`src/rtl/cluster_sync_pkg.sv`:
```
// Shared encodings for the cluster readout path.
// Used by cluster_evt_reader and the cluster sync arbiter.
package cluster_sync_pkg;

  typedef enum logic [1:0] {
    WAIT = 2'd0,
    TX   = 2'd1,
    DROP = 2'd2
  } evt_ctrl_e;

  typedef enum logic [1:0] {
    E_NOT_AV = 2'd0,
    EHDR_AV  = 2'd1,
    M_AV     = 2'd2,
    EFTR_AV  = 2'd3
  } evt_av_e;

  typedef enum logic [2:0] {
    W_DATA,
    W_HDR,
    W_MOD,
    W_FTR,
    W_RSV
  } word_e;

  typedef enum logic [2:0] {
    S_IDLE,
    S_HDR,
    S_MOD,
    S_FTR,
    S_GAP
  } cer_state_e;

  // Offsets from the word MSB: flag, then the 2-bit tag.
  localparam int FLAG_OFS   = 1;
  localparam int TAG_HI_OFS = 2;
  localparam int TAG_LO_OFS = 3;

  localparam logic [1:0] TAG_HDR = 2'b01;
  localparam logic [1:0] TAG_MOD = 2'b10;
  localparam logic [1:0] TAG_FTR = 2'b11;

  function automatic word_e word_type(
    input logic       flag,
    input logic [1:0] tag
  );
    word_e t;
    t = W_RSV;
    if (!flag) begin
      t = W_DATA;
    end else begin
      unique case (tag)
        TAG_HDR: t = W_HDR;
        TAG_MOD: t = W_MOD;
        TAG_FTR: t = W_FTR;
        default: t = W_RSV;
      endcase
    end
    return t;
  endfunction

endpackage

```
`src/rtl/cluster_evt_reader_if.sv`:
```
// FIFO, arbiter and downstream signals of one cluster reader.
// master = reader side, slave = FIFO/arbiter/sink side.
interface cluster_evt_reader_if #(
  parameter int DATA_WIDTH   = 65,
  parameter int EVT_HDR_BITS = 40
);
  logic [DATA_WIDTH-1:0]   fifo_dout;
  logic                    fifo_empty;
  logic                    fifo_rd_en;
  logic [1:0]              evt_available;
  logic [EVT_HDR_BITS-1:0] evt_l0id;
  logic [1:0]              evt_ctrl;
  logic [DATA_WIDTH-1:0]   out_data;
  logic                    out_valid;
  logic                    out_ready;

  modport master (
    input  fifo_dout, fifo_empty, evt_ctrl, out_ready,
    output fifo_rd_en, evt_available, evt_l0id,
    output out_data, out_valid
  );

  modport slave (
    output fifo_dout, fifo_empty, evt_ctrl, out_ready,
    input  fifo_rd_en, evt_available, evt_l0id,
    input  out_data, out_valid
  );
endinterface

```
`src/rtl/cer_head_stage.sv`:
```
// One-entry head register in front of an FWFT FIFO.
// Refills in the same cycle the current word is popped.
module cer_head_stage #(
  parameter int DATA_WIDTH = 65
) (
  input  logic                  clk,
  input  logic                  srst,
  input  logic [DATA_WIDTH-1:0] fifo_dout_i,
  input  logic                  fifo_empty_i,
  input  logic                  pop_i,
  output logic                  fifo_rd_en_o,
  output logic                  valid_o,
  output logic [DATA_WIDTH-1:0] data_o
);
  logic                  valid_q;
  logic [DATA_WIDTH-1:0] data_q;
  logic                  load;

  assign load = ~srst & ~fifo_empty_i & (~valid_q | pop_i);

  assign fifo_rd_en_o = load;
  assign valid_o      = valid_q;
  assign data_o       = data_q;

  always_ff @(posedge clk) begin
    if (srst) begin
      valid_q <= 1'b0;
      data_q  <= '0;
    end else if (load) begin
      valid_q <= 1'b1;
      data_q  <= fifo_dout_i;
    end else if (pop_i) begin
      valid_q <= 1'b0;
    end
  end
endmodule

```
`src/rtl/cluster_evt_reader.sv`:
```
// Per-cluster event reader: parses the FIFO stream into segments.
// Optional footer/header L0ID compare under `CER_L0ID_CHECK_EN.
module cluster_evt_reader
  import cluster_sync_pkg::*;
#(
  parameter int DATA_WIDTH   = 65,
  parameter int EVT_HDR_BITS = 40,
  parameter int GAP_CYCLES   = 2,
  parameter int ERR_CNT_BITS = 16
) (
  input  logic                    clk,
  input  logic                    srst,
  cluster_evt_reader_if.master    evt_if,
  output logic [ERR_CNT_BITS-1:0] err_cnt
`ifdef CER_L0ID_CHECK_EN
  ,
  output logic                    l0id_mismatch
`endif
);
  localparam int GW = (GAP_CYCLES > 1) ? $clog2(GAP_CYCLES) : 1;

  logic                    head_v;
  logic [DATA_WIDTH-1:0]   head_d;
  word_e                   wt;
  logic                    tx, drop, disp, seg_go;
  logic                    pop, ovld, done, err_inc;

  cer_state_e              state_q;
  evt_av_e                 av_q;
  logic [EVT_HDR_BITS-1:0] l0id_q;
  logic [GW-1:0]           gap_q;
  logic                    first_q;
  logic                    in_evt_q;
  logic [ERR_CNT_BITS-1:0] err_q;

  cer_head_stage #(
    .DATA_WIDTH (DATA_WIDTH)
  ) u_head (
    .clk          (clk),
    .srst         (srst),
    .fifo_dout_i  (evt_if.fifo_dout),
    .fifo_empty_i (evt_if.fifo_empty),
    .pop_i        (pop),
    .fifo_rd_en_o (evt_if.fifo_rd_en),
    .valid_o      (head_v),
    .data_o       (head_d)
  );

  assign wt = word_type(
    head_d[DATA_WIDTH-FLAG_OFS],
    head_d[DATA_WIDTH-TAG_HI_OFS:DATA_WIDTH-TAG_LO_OFS]);

  assign tx   = (evt_if.evt_ctrl == TX);
  assign drop = (evt_if.evt_ctrl == DROP);

  // The last GAP cycle dispatches directly so the gap is exact.
  assign disp = head_v &
    ((state_q == S_IDLE) |
     ((state_q == S_GAP) & (gap_q == '0)));

  assign seg_go = disp &
    ((wt == W_HDR) | (wt == W_MOD) | (wt == W_FTR));

`ifdef CER_L0ID_CHECK_EN
  logic mism, mism_q;
  assign mism = (state_q == S_FTR) & done &
    (head_d[EVT_HDR_BITS-1:0] != l0id_q);
`endif

  always_comb begin
    pop     = 1'b0;
    ovld    = 1'b0;
    done    = 1'b0;
    err_inc = 1'b0;
    unique case (state_q)
      S_IDLE, S_GAP: begin
        if (disp) begin
          if (wt == W_DATA || wt == W_RSV) begin
            pop     = 1'b1;
            err_inc = 1'b1;
          end else if (wt == W_HDR) begin
            err_inc = in_evt_q;
          end
        end
      end
      S_HDR, S_FTR: begin
        if (head_v) begin
          ovld = tx;
          if ((tx & evt_if.out_ready) | drop) begin
            pop  = 1'b1;
            done = 1'b1;
          end
        end
      end
      S_MOD: begin
        if (head_v) begin
          if (first_q | ~head_d[DATA_WIDTH-FLAG_OFS]) begin
            ovld = tx;
            pop  = (tx & evt_if.out_ready) | drop;
          end else begin
            done    = 1'b1;
            err_inc = (wt == W_HDR);
          end
        end
      end
      default: ;
    endcase
`ifdef CER_L0ID_CHECK_EN
    if (mism) err_inc = 1'b1;
`endif
  end

  always_ff @(posedge clk) begin
    if (srst) begin
      state_q  <= S_IDLE;
      av_q     <= E_NOT_AV;
      l0id_q   <= '0;
      gap_q    <= '0;
      first_q  <= 1'b0;
      in_evt_q <= 1'b0;
      err_q    <= '0;
    end else begin
      if (err_inc && err_q != '1) err_q <= err_q + 1'b1;
      if (pop) first_q <= 1'b0;
      if (done) begin
        state_q <= S_GAP;
        av_q    <= E_NOT_AV;
        gap_q   <= GW'(GAP_CYCLES - 1);
        if (state_q == S_HDR) in_evt_q <= 1'b1;
        else if (state_q == S_FTR || wt == W_HDR)
          in_evt_q <= 1'b0;
      end else if (seg_go) begin
        unique case (wt)
          W_HDR: begin
            state_q <= S_HDR;
            av_q    <= EHDR_AV;
            l0id_q  <= head_d[EVT_HDR_BITS-1:0];
          end
          W_MOD: begin
            state_q <= S_MOD;
            av_q    <= M_AV;
            first_q <= 1'b1;
          end
          default: begin
            state_q <= S_FTR;
            av_q    <= EFTR_AV;
          end
        endcase
      end else if (state_q == S_GAP) begin
        if (gap_q == '0) state_q <= S_IDLE;
        else gap_q <= gap_q - 1'b1;
      end
    end
  end

`ifdef CER_L0ID_CHECK_EN
  always_ff @(posedge clk) begin
    if (srst) mism_q <= 1'b0;
    else if (mism) mism_q <= 1'b1;
  end
  assign l0id_mismatch = mism_q;
`endif

  assign evt_if.evt_available = av_q;
  assign evt_if.evt_l0id      = l0id_q;
  assign evt_if.out_data      = head_d;
  assign evt_if.out_valid     = ovld;
  assign err_cnt              = err_q;
endmodule

```
`src/flat_wrapper.sv`:
```
// flat-port wrapper written by rule: the top's interface ports become plain ports
module cluster_evt_reader_flat import cluster_sync_pkg::*;
#(
  parameter int DATA_WIDTH   = 65,
  parameter int EVT_HDR_BITS = 40,
  parameter int GAP_CYCLES   = 2,
  parameter int ERR_CNT_BITS = 16
)
  (clk, srst, err_cnt, evt_if_fifo_dout, evt_if_fifo_empty, evt_if_evt_ctrl, evt_if_out_ready, evt_if_fifo_rd_en, evt_if_evt_available, evt_if_evt_l0id, evt_if_out_data, evt_if_out_valid);
  cluster_evt_reader_if #(.DATA_WIDTH(DATA_WIDTH), .EVT_HDR_BITS(EVT_HDR_BITS)) evt_if_i ();
  input  logic clk;
  input  logic srst;
  output logic [ERR_CNT_BITS-1:0] err_cnt;
  input wire logic [$bits(evt_if_i.fifo_dout)-1:0] evt_if_fifo_dout;
  input wire logic [$bits(evt_if_i.fifo_empty)-1:0] evt_if_fifo_empty;
  input wire logic [$bits(evt_if_i.evt_ctrl)-1:0] evt_if_evt_ctrl;
  input wire logic [$bits(evt_if_i.out_ready)-1:0] evt_if_out_ready;
  output wire logic [$bits(evt_if_i.fifo_rd_en)-1:0] evt_if_fifo_rd_en;
  output wire logic [$bits(evt_if_i.evt_available)-1:0] evt_if_evt_available;
  output wire logic [$bits(evt_if_i.evt_l0id)-1:0] evt_if_evt_l0id;
  output wire logic [$bits(evt_if_i.out_data)-1:0] evt_if_out_data;
  output wire logic [$bits(evt_if_i.out_valid)-1:0] evt_if_out_valid;
  assign evt_if_i.fifo_dout = evt_if_fifo_dout;
  assign evt_if_i.fifo_empty = evt_if_fifo_empty;
  assign evt_if_i.evt_ctrl = evt_if_evt_ctrl;
  assign evt_if_i.out_ready = evt_if_out_ready;
  assign evt_if_fifo_rd_en = evt_if_i.fifo_rd_en;
  assign evt_if_evt_available = evt_if_i.evt_available;
  assign evt_if_evt_l0id = evt_if_i.evt_l0id;
  assign evt_if_out_data = evt_if_i.out_data;
  assign evt_if_out_valid = evt_if_i.out_valid;
  cluster_evt_reader #(.DATA_WIDTH(DATA_WIDTH), .EVT_HDR_BITS(EVT_HDR_BITS), .GAP_CYCLES(GAP_CYCLES), .ERR_CNT_BITS(ERR_CNT_BITS)) u_core (.clk(clk), .srst(srst), .evt_if(evt_if_i), .err_cnt(err_cnt));
endmodule
```
`config.mk`:
```
export PLATFORM = sky130hd
export DESIGN_NAME = cluster_evt_reader_flat
export DESIGN_NICKNAME = d
export VERILOG_FILES = /design/src/rtl/cluster_sync_pkg.sv /design/src/rtl/cluster_evt_reader_if.sv /design/src/rtl/cer_head_stage.sv /design/src/rtl/cluster_evt_reader.sv /design/src/flat_wrapper.sv
export SDC_FILE = /design/constraint.sdc
export NUM_CORES = 1
export LEC_CHECK = 0
export BUFFER_PORTS_ARGS = -buffer_cell sky130_fd_sc_hd__buf_2
export CORE_MARGIN = 3
export CORE_UTILIZATION = 40
export CTS_BUF_LIST = sky130_fd_sc_hd__clkbuf_8 sky130_fd_sc_hd__clkbuf_16
export DETAILED_ROUTE_END_ITERATION = 10
export GPL_TIMING_DRIVEN = 1
export PLACE_DENSITY = 0.69
export SLEW_MARGIN = 5
export SYNTH_ARGS = -nofsm -noshare
export SYNTH_HDL_FRONTEND = slang
export SYNTH_SLANG_ARGS = --single-unit
```
`constraint.sdc`:
```
create_clock -name clk -period 2 [get_ports clk]
set_clock_uncertainty 0.1 [all_clocks]
set_input_delay 0.1 -clock clk [delete_from_list [all_inputs] [get_ports clk]]
set_output_delay 0.1 -clock clk [all_outputs]
set_load 0.05 [all_outputs]
```
# [After elaboration in Yosys (flattened, before gate mapping)]
# Index checks and enable logic that the tools add are counted.
[word_totals] register_bits=130 latch_bits=0 ram_bits=0 romBits=0 inputBits=71 output_inout_bits=125 wordCells=105 mem_count=0
[op_classes] addsub=2 n_mul=0 n_div=0 n_lt_le_gt_ge=0 n_eq_ne=17 shift=0 n_mux=40 n_bitwise=18 reduce_logical=18
[ops] operator="1-bit two-way mux" n=28
[ops] operator="16-bit by 1-bit adder with 16-bit output, second input constant" n=1
[ops] operator="16-bit inequality test, second input constant" n=1
[ops] operator="3-bit two-way mux" n=5
[ops] operator="3-bit by 2-bit equality test with 1-bit output, second input constant" n=4
[ops] operator="3-bit one-hot mux with 3 select lines" n=1
[ops] operator="2-bit one-hot mux with 2 select lines" n=2
[ops] operator="2-bit AND reduction" n=4
[ops] operator="2-bit nonzero test" n=4
[ops] operator="1-bit AND" n=6
[ops] operator="2-bit equality test, second input constant" n=3
[ops] operator="3-bit by 1-bit equality test with 1-bit output, second input constant" n=2
[ops] operator="3-bit equality test, second input constant" n=2
[ops] operator="3-bit zero test" n=2
[ops] operator="1-bit NOT" n=6
[ops] operator="1-bit bitwise OR" n=6
[ops] operator="1-bit one-hot mux with 2 select lines" n=3
[ops] operator="2-bit OR reduction" n=3
[ops] operator="2-bit by 1-bit equality test with 1-bit output, second input constant" n=2
[ops] operator="3-bit by 1-bit inequality test with 1-bit output, second input constant" n=1
[ops] operator="1-bit one-hot mux with 3 select lines" n=1
[ops] operator="3-bit AND reduction" n=1
[ops] operator="3-bit nonzero test" n=1
[ops] operator="1-bit logical OR" n=2
[ops] operator="other kinds (4)" n=4

# [Depth between registers and ports, before layout]
# Gate-level depths: netlist of the first run.
[depth] word_depth=12 ltp_mapped=8 mapped_depth_nobuf=6

# [Hierarchy]
# From an unflattened synthesis of the first run, not the netlist that was laid out.
[unflattened] hier_cells=609 area_unflattened_um2=5544.1
[by_module_without_submodules] module="cer_head_stage" instances=1 cells_per_inst=287 area_per_inst_um2=2960.3 seq_area_each_um2=1321.3
[by_module_without_submodules] module="cluster_evt_reader" instances=1 cells_per_inst=322 area_per_inst_um2=2583.7 seq_area_each_um2=1281.2

# [Least setup slack after synthesis of the first run]
# OpenSTA, ideal clock, no wires.
[synth_path] kind="reg2reg" start="register u_core.u_head.data_q[64], in the netlist u_core.u_head.data_o[64]" end="register u_core.err_q[7], in the netlist u_core.err_cnt[7]" setup_time_ns=0.123 arrival_time_ns=2.315 required_ns=1.777 setup_slack_ns=-0.538 stages_incl_launch_ff=7 path_buffers=1 synth_period_minus_slack_ns=2.538 cell_sequence="dfxtp_1 > nand2b_1 > or4_4 > o221a_4 > buf_6 > nor4b_2 > mux2_1"
[synth_via] elab_chain_cells=7 word_cells_on_any_way=14 classes_between="eq/ne (2); mux (7); bitwise (2); reduce/logical (3)"
[synth_lines] element="from (decl)" line_no="cer_head_stage.sv:16" source="logic [DATA_WIDTH-1:0] data_q;"
[synth_lines] element="from (signal assigned)" line_no="cer_head_stage.sv:31" source="data_q <= fifo_dout_i;"
[synth_lines] element="3-bit two-way mux" line_no="cluster_sync_pkg.sv:49" source="if (!flag) begin"
[synth_lines] element="3-bit by 1-bit equality test with 1-bit output, or another cell as far along" line_no="cluster_evt_reader.sv:81, cluster_evt_reader.sv:102"
[synth_lines] element="1-bit two-way mux or 1-bit logical OR (tied branches)" line_no="cluster_evt_reader.sv:81, cluster_evt_reader.sv:78"
[synth_lines] element="1-bit two-way mux" line_no="cluster_evt_reader.sv:78" source="if (wt == W_DATA || wt == W_RSV) begin"
[synth_lines] element="1-bit two-way mux" line_no="cluster_evt_reader.sv:77" source="if (disp) begin"
[synth_lines] element="1-bit one-hot mux with 2 select lines (*)" line_no="cluster_evt_reader.sv:75" source="unique case (state_q)"
[synth_lines] element="1-bit logical AND (*)" line_no="cluster_evt_reader.sv:123" source="if (err_inc && err_q != '1) err_q <= err_q + 1'b1;"
[synth_lines] element="to (signal assigned)" line_no="cluster_evt_reader.sv:123"
[synth_lines] element="to (decl)" line_no="cluster_evt_reader.sv:34" source="logic [ERR_CNT_BITS-1:0] err_q;"
# Mark *: on every way between the ends. The rest lies on a longest branch, timed or not.
# A chain may end at the register's enable or synchronous reset.

# [Worst setup path in the final report of the first run]
[layout_path] start="register u_core.state_q[2]" end="register u_core.err_q[15], in the netlist u_core.err_cnt[15]"
[layout_via] elab_chain_cells=7 word_cells_on_any_way=10 classes_between="eq/ne (2); mux (2); bitwise (3); reduce/logical (3)"
[layout_lines] element="from (decl)" line_no="cluster_evt_reader.sv:28" source="cer_state_e state_q;"
[layout_lines] element="from (signal assigned)" line_no="cluster_evt_reader.sv:115" source="state_q <= S_IDLE;"
[layout_lines] element="from (signal assigned)" line_no="cluster_evt_reader.sv:126" source="state_q <= S_GAP;"
[layout_lines] element="from (signal assigned)" line_no="cluster_evt_reader.sv:135" source="state_q <= S_HDR;"
[layout_lines] element="3-bit equality test" line_no="cluster_evt_reader.sv:59, cluster_evt_reader.sv:75"
[layout_lines] element="1-bit AND" line_no="cluster_evt_reader.sv:59" source="((state_q == S_GAP) & (gap_q == '0)));"
[layout_lines] element="1-bit bitwise OR" line_no="cluster_evt_reader.sv:58" source="((state_q == S_IDLE) |"
[layout_lines] element="1-bit AND" line_no="cluster_evt_reader.sv:57" source="assign disp = head_v &"
[layout_lines] element="1-bit two-way mux" line_no="cluster_evt_reader.sv:77"
[layout_lines] element="1-bit one-hot mux with 2 select lines (*)" line_no="cluster_evt_reader.sv:75"
[layout_lines] element="1-bit logical AND (*)" line_no="cluster_evt_reader.sv:123"
# Marks and branches as above.

==> results.md, run 1 <==
* Max FO, Critical Path at 5
* Cells after synthesis at between 600 and 700
* Crit path capture type: flip-flop
* Hold Fails Final Rpt at 0
* PD cells at ~780 nW/um^2
* CP Launch Type: flip-flop
* Commonest non-fill, non-tap cell in the layout: buf_2
* Residual DRC at 0
* Worst EP required at 2240 ps
* Post-Syn Nets at about 700
* VDD IR max at roughly 0.0007 V
* Hold slack at roughly 120 ps
* Outcome: finished, violations left
* Failing checks: setup timing
* Placed insts at ~990
* Later-pin clock latency in the skew report at around 400 ps
* Total Routed Length at between 15 and 20 mm
* Layout cell share with drive strength beyond 1 at 0.365
* Final setup fails at 36
* Most frequent cells in the layout: buf_2 (193), nand2b_1 (131), dfxtp_1 (111)
* Post-synth EDFFs at 0
* Final HPWL DP at 10.3 mm
* Drt pass-1 iters at 4
* Die area at between 15,000 and 20,000 sq um
* Leak pwr at roughly 3.7 nW
* Clock Path Buffers at 2
* Slew margin rel. at 0.536
* Largest net degree at the start of global routing at 65
* Vias at 5,411
* IO Port Bufs at between 150 and 200
* H-Tree Depth at 4
* Boundary Pins at ~200
* Data arrival, critical path at ~2300 ps
* Setup CP Type: reg -> reg
* Post-route ant nets at 0
* Core box area at approximately 13,000 sq um
* DR iter-0 viols at 295
* Mean area per synthesized cell at 8.91 sq um
* Via/cell ratio at 4.94
* WL/cell at around 15 um
* Unrepaired setup endpoints after global routing: yes
* Sum Neg Setup Slack at -709 ps
* Max cap viols at 0
* Total power at ~6.7 mW
* Hold Path Class: in -> reg
* Root buffer cell: clkbuf_16
* Clock Sinks at between 100 and 150
* Achievable clock frequency at 491 MHz
* GPL Wtd Cong at approximately 0.90
* First-pass GRT wire length at approximately 26 mm
* Initial antenna violation count at 0
* Final worst slack at -35.8 ps
* Asr flop ratio synth at 0
* # diodes at 0
* Final min period at between 2000 and 2500 ps
* Final Max Slew Viols at 0
* TritonCTS clock tree: done
* Synth-to-Final Area Change at 53.5%
* Vias in the first global route at approximately 5.2k
* Clock Pin Slew Worst Setup and Hold Paths at around 60 ps
* Ratio of final minimum period to clock period at 1.02
* Post-route insts no fill at 1,095
* Most used DFF post-synth: dfxtp_1
* Chip Width at 124 um
* Synth Cell Area at ~5600 sq um
* Die Y at 124 um
* Gr usage total at 0.210
* Total grt overflow at 0
* Synth unique cells at 41
* Final nets at roughly 1,000
* Synth warn at 0
* Initial Util at 0.415
* Row cnt at 42
* Sequential area share after synthesis at 0.467
* Yosys reg bits at 130
* Num CTS Buffers at 17
* Worst slew pin tran at ~700 ps
* Fillers at around 1.1k
[cell families (layout without fill, tap and decap cells)]
family	count (synthesis)	after routing	synth area share
adder cells (fa/ha/maj)	1	1	0.00224
multiplexers	68	68	0.123
AO/OA/AOI/OAI	96	97	0.0980
flip-flops	130	130	0.467
AND/OR/NAND/NOR	287	287	0.276
buffers and inverters	44	336	0.0341
[sequential cells by signal, indices dropped and copies added, names as in the netlist]
register,count
u_core.u_head.data_o,65
u_core.evt_if.evt_l0id,40
u_core.err_cnt,16
u_core.state_q,3
u_core.evt_if.evt_available,2
u_core.first_q,1
u_core.gap_q,1
u_core.in_evt_q,1
u_core.u_head.valid_o,1
[cells in the mapped netlist (2+ instances only)]
library cell | n | share of area
a21oi_1 | 59 | 0.053
buf_1 | 4 | 0.0027
buf_2 | 5 | 0.0045
buf_4 | 3 | 0.0040
clkbuf_1 | 31 | 0.021
dfxtp_1 | 130 | 0.47
mux2_1 | 2 | 0.0040
mux2i_1 | 65 | 0.12
nand2_1 | 96 | 0.065
nand2b_1 | 132 | 0.15
nand3_1 | 4 | 0.0036
nand4_1 | 5 | 0.0056
nor2_1 | 13 | 0.0087
nor2b_1 | 4 | 0.0045
nor3_1 | 5 | 0.0045
nor4_1 | 2 | 0.0022
o2111ai_1 | 3 | 0.0047
o21a_1 | 4 | 0.0054
o21ai_0 | 19 | 0.017
o31ai_1 | 5 | 0.0067
or3_1 | 12 | 0.013
or4_1 | 4 | 0.0054
[layout make-up]
| cell class | instances | area (sq um) | area share |
|---|---|---|---|
| Clock buffer | 22 | 505 | 0.0590 |
| Clock inverter | 8 | 37.5 | 0.00438 |
| Multi-Input combinational cell | 453 | 3010 | 0.351 |
| Sequential cell | 130 | 2650 | 0.309 |
| Tap cell | 176 | 220 | 0.0257 |
| Timing Repair Buffer | 306 | 2140 | 0.250 |
[power by group]
group	switching [mW]	leakage [nW]	internal, mW	total (mW)
sequential	0.0735	1.07	2.69	2.76
combinational	0.659	2.37	0.431	1.09
clock	1.06	0.284	1.75	2.82
total	1.80	3.72	4.87	6.67
[per-stage QoR]
step | instance area [sq um] | util | setup WS, ps
final | 8560 | 0.636 | -35.8
after global routing | 8560 | 0.636 | -91.1
after CTS | 8290 | 0.616 | -32.7
after detailed placement | 6990 | 0.520 | -8.76
after global placement | 6990 | 0.520 | 5.44
after floorplan | 5640 | - | -170
[layer usage]
metal	global-route usage	wire length, um	up-vias
met2	0.351	8270	193
met4	0.0705	266	0
li1	-	-	2680
met3	0.0718	1220	23
met1	0.253	7140	2515
met5	0	0	-
[repair_timing]
action	in CTS	in global routing
pin swaps	5	24
hold buffers	66	0
buffers inserted	5	1
gates cloned	1	4
endpoints found under the setup margin	10	58
endpoints found under the hold margin	66	0
gates resized for setup	11	50
[critical path, stage by stage, from the launching register on]
cell	delay, ps
dfxtp_2	340
or4_4	570
buf_4	160
o221a_4	250
or4_4	420
a21oi_2	140
[worst paths after layout]
kind | start | end | slack (ps) | cells past startpoint
max | u_core.state_q[2] | u_core.err_cnt[15] | -40 | 5
min | srst | u_core.evt_if.evt_l0id[0] | 120 | 2
min reg2reg | u_core.evt_if.evt_l0id[25] | u_core.evt_if.evt_l0id[25] | 350 | 2
max reg2reg | u_core.state_q[2] | u_core.err_cnt[15] | -40 | 5
Note: power is estimated with default switching activity, not from simulation.
==> run 2: changes to the inputs <==
MAX_ROUTING_LAYER = met4   (was unset)
==> results.md, run 2 (synthesis gave the netlist of run 1 again) <==
* Vias at 5,383 (-0.52%)
* Hold Fails Final Rpt at 0 (unchanged)
* Outcome: finished, violations left
* Unrepaired setup endpoints after global routing: yes
* H-Tree Depth at 4 (unchanged)
* Die Y at 124 um (unchanged)
* Cell area after layout at 8570 sq um (about the same)
* R2R Setup Slk at -50 ps (about the same)
* Max cap viols at 0 (unchanged)
* # diodes at 0 (unchanged)
* Total Routed Length at 16.9 mm (+0.11%)
* Leak pwr at 3.72 nW (about the same)
* CP Launch Type: flip-flop
* Chip Width at 124 um (unchanged)
* PD cells at 779 nW/um^2 (about the same)
* Final setup fails at 36 (unchanged)
* Crit path largest cell delay at 570 ps (about the same)
* Worst slew pin tran at 675 ps (-21.3 ps)
* Worst EP required at 2240 ps (about the same)
* First-pass GRT wire length at 25.5 mm (-0.11%)
* RR Startpoint: u_core.state_q[2]
* CP Buf/Inv Count at 1 (unchanged)
* Clock Path Buffers at 2 (unchanged)
* Dpl ws at -8.76 ps (unchanged)
* Crit-path leading delay family: simple AND/OR/NAND/NOR gates
* Largest net degree at the start of global routing at 65 (unchanged)
* Clock Sinks at 130 (unchanged)
* Final Max Slew Viols at 0 (unchanged)
* Slew margin rel. at 0.550 (+0.0142)
* Final Core Density at 0.637 (about the same)
* Post-route ant nets at 0 (unchanged)
* Commonest non-fill, non-tap cell in the layout: buf_2
* Worst-path cell chain: or4_4, buf_4, o221a_4, or4_4, a21oi_2
* WHS Path Cells at 2 (unchanged)
* Placed cell area at 6990 sq um (unchanged)
* Core box area at 13,500 sq um (unchanged)
* Layout cell share with drive strength beyond 1 at 0.366 (+0.00109)
* Initial antenna violation count at 0 (unchanged)
* Hold Path Class: in -> reg
* WL/cell at 15.4 um (+0.11%)
* Later-pin clock latency in the skew report at 410 ps (about the same)
* TritonCTS clock tree: done
* Initial Util at 0.415 (unchanged)
* GPL Wtd Cong at 0.915 (+1.7%)
* Drt pass-1 iters at 4 (unchanged)
* Residual DRC at 0 (unchanged)
* DR iter-0 viols at 306 (+3.7%)
* VDD IR max at 0.000690 V (-0.48%)
* Ratio of final minimum period to clock period at 1.02 (+0.00650)
* Row cnt at 42 (unchanged)
* Gr usage total at 0.216 (+0.00625)
* Final HPWL DP at 10.3 mm (unchanged)
* Max FO, Critical Path at 5 (unchanged)
* Vias in the first global route at 5,214 (-0.038%)
* Via/cell ratio at 4.92 (-0.52%)
* Source of the worst hold timing path: srst
* Achievable clock frequency at 488 MHz (-0.63%)
* Most frequent CP cell: or4_4
* Num CTS Buffers at 17 (unchanged)
* Boundary Pins at 196 (unchanged)
* Max reg flops at 65 (unchanged)
* CP max-delay cell: or4_4
* Final worst slack at -48.8 ps (-13.0 ps)
* Total grt overflow at 0 (unchanged)
* Worst Hold Path EP: u_core.u_head.valid_o
* Failing checks: setup timing
* Most frequent cells in the layout: buf_2 (193), nand2b_1 (131), dfxtp_1 (111)
* IO Port Bufs at 195 (unchanged)
* Setup CP Type: reg -> reg
* Root buffer cell: clkbuf_16
* Final nets at 980 (unchanged)
* Die area at 15,400 sq um (unchanged)
* Synth-to-Final Area Change at 53.6% (about the same)
* Clock Pin Slew Worst Setup and Hold Paths at 50 ps (about the same)
* Crit path capture type: flip-flop
* R2r worst-path depth at 5 (unchanged)
* Reg-to-reg critical path endpoint: u_core.err_cnt[15]
* Final min period at 2050 ps (+13.0 ps)
* Data arrival, critical path at 2290 ps (about the same)
==> run 2: cell types whose count changed in the layout (fill, tap and decap cells not counted) <==
cell and delta:
a21oi_2 +1, a21oi_1 -1
==> run 2: area by class of cell <==
type	count	area (sq um)
Multi-Input combinational cell	453	3010
Fill cell	1120	4890
Sequential cell	130	2650
Tap cell	176	220
Timing Repair Buffer	306	2140
Clock inverter	8	37.5
Clock buffer	22	505
==> run 2: per-layer routing <==
layer | up-vias | global-route usage | wire length (um)
met5 | - | - | 0
met4 | 0 | 0.0705 | 217
met3 | 18 | 0.0609 | 998
met2 | 177 | 0.350 | 8470
met1 | 2510 | 0.262 | 7230
li1 | 2678 | - | -
==> run 2: worst max path at each step <==
stage,endpoint,start,cells past startpoint
final,u_core.err_cnt[15],u_core.state_q[2],5
after detailed placement,u_core.err_cnt[3],u_core.state_q[2],5
after global placement,u_core.err_cnt[7],u_core.state_q[2],4
after global routing,u_core.evt_if.evt_l0id[37],u_core.state_q[1],9
after floorplan,u_core.err_cnt[7],u_core.err_cnt[2],7
after CTS,u_core.err_cnt[0],u_core.state_q[2],5
==> run 2: timing repair <==
action / 4_1_cts / 5_1_grt
pin swaps: 5 / 24
hold endpoints to repair: 66 / 0
hold buffers: 66 / 0
setup buffers: 5 / 1
endpoints found under the setup margin: 10 / 58
cloned: 1 / 4
gates resized for setup: 11 / 51
==> run 2: power breakdown <==
group          internal (mW)  switching [mW]  leakage [nW]
Clock                   1.75            1.07         0.284
Sequential              2.69          0.0741          1.07
Combinational          0.431           0.658          2.37
Total                   4.87            1.80          3.72
==> run 2: stage by stage <==
| stage | setup TNS [ps] | power, mW | hold WS [ps] | std cells |
|---|---|---|---|---|
| 3_3_place_gp | 0 | 3.75 | 261 | 988 |
| 3_5_place_dp | -23.8 | 3.75 | 263 | 988 |
| 2_1_floorplan | -178 | 3.47 | 145 | 626 |
| 4_1_cts | -178 | 6.70 | 109 | 1090 |
| 6_report | -838 | 6.67 | 111 | 1095 |
| 5_1_grt | -3430 | 6.93 | 144 | 1095 |
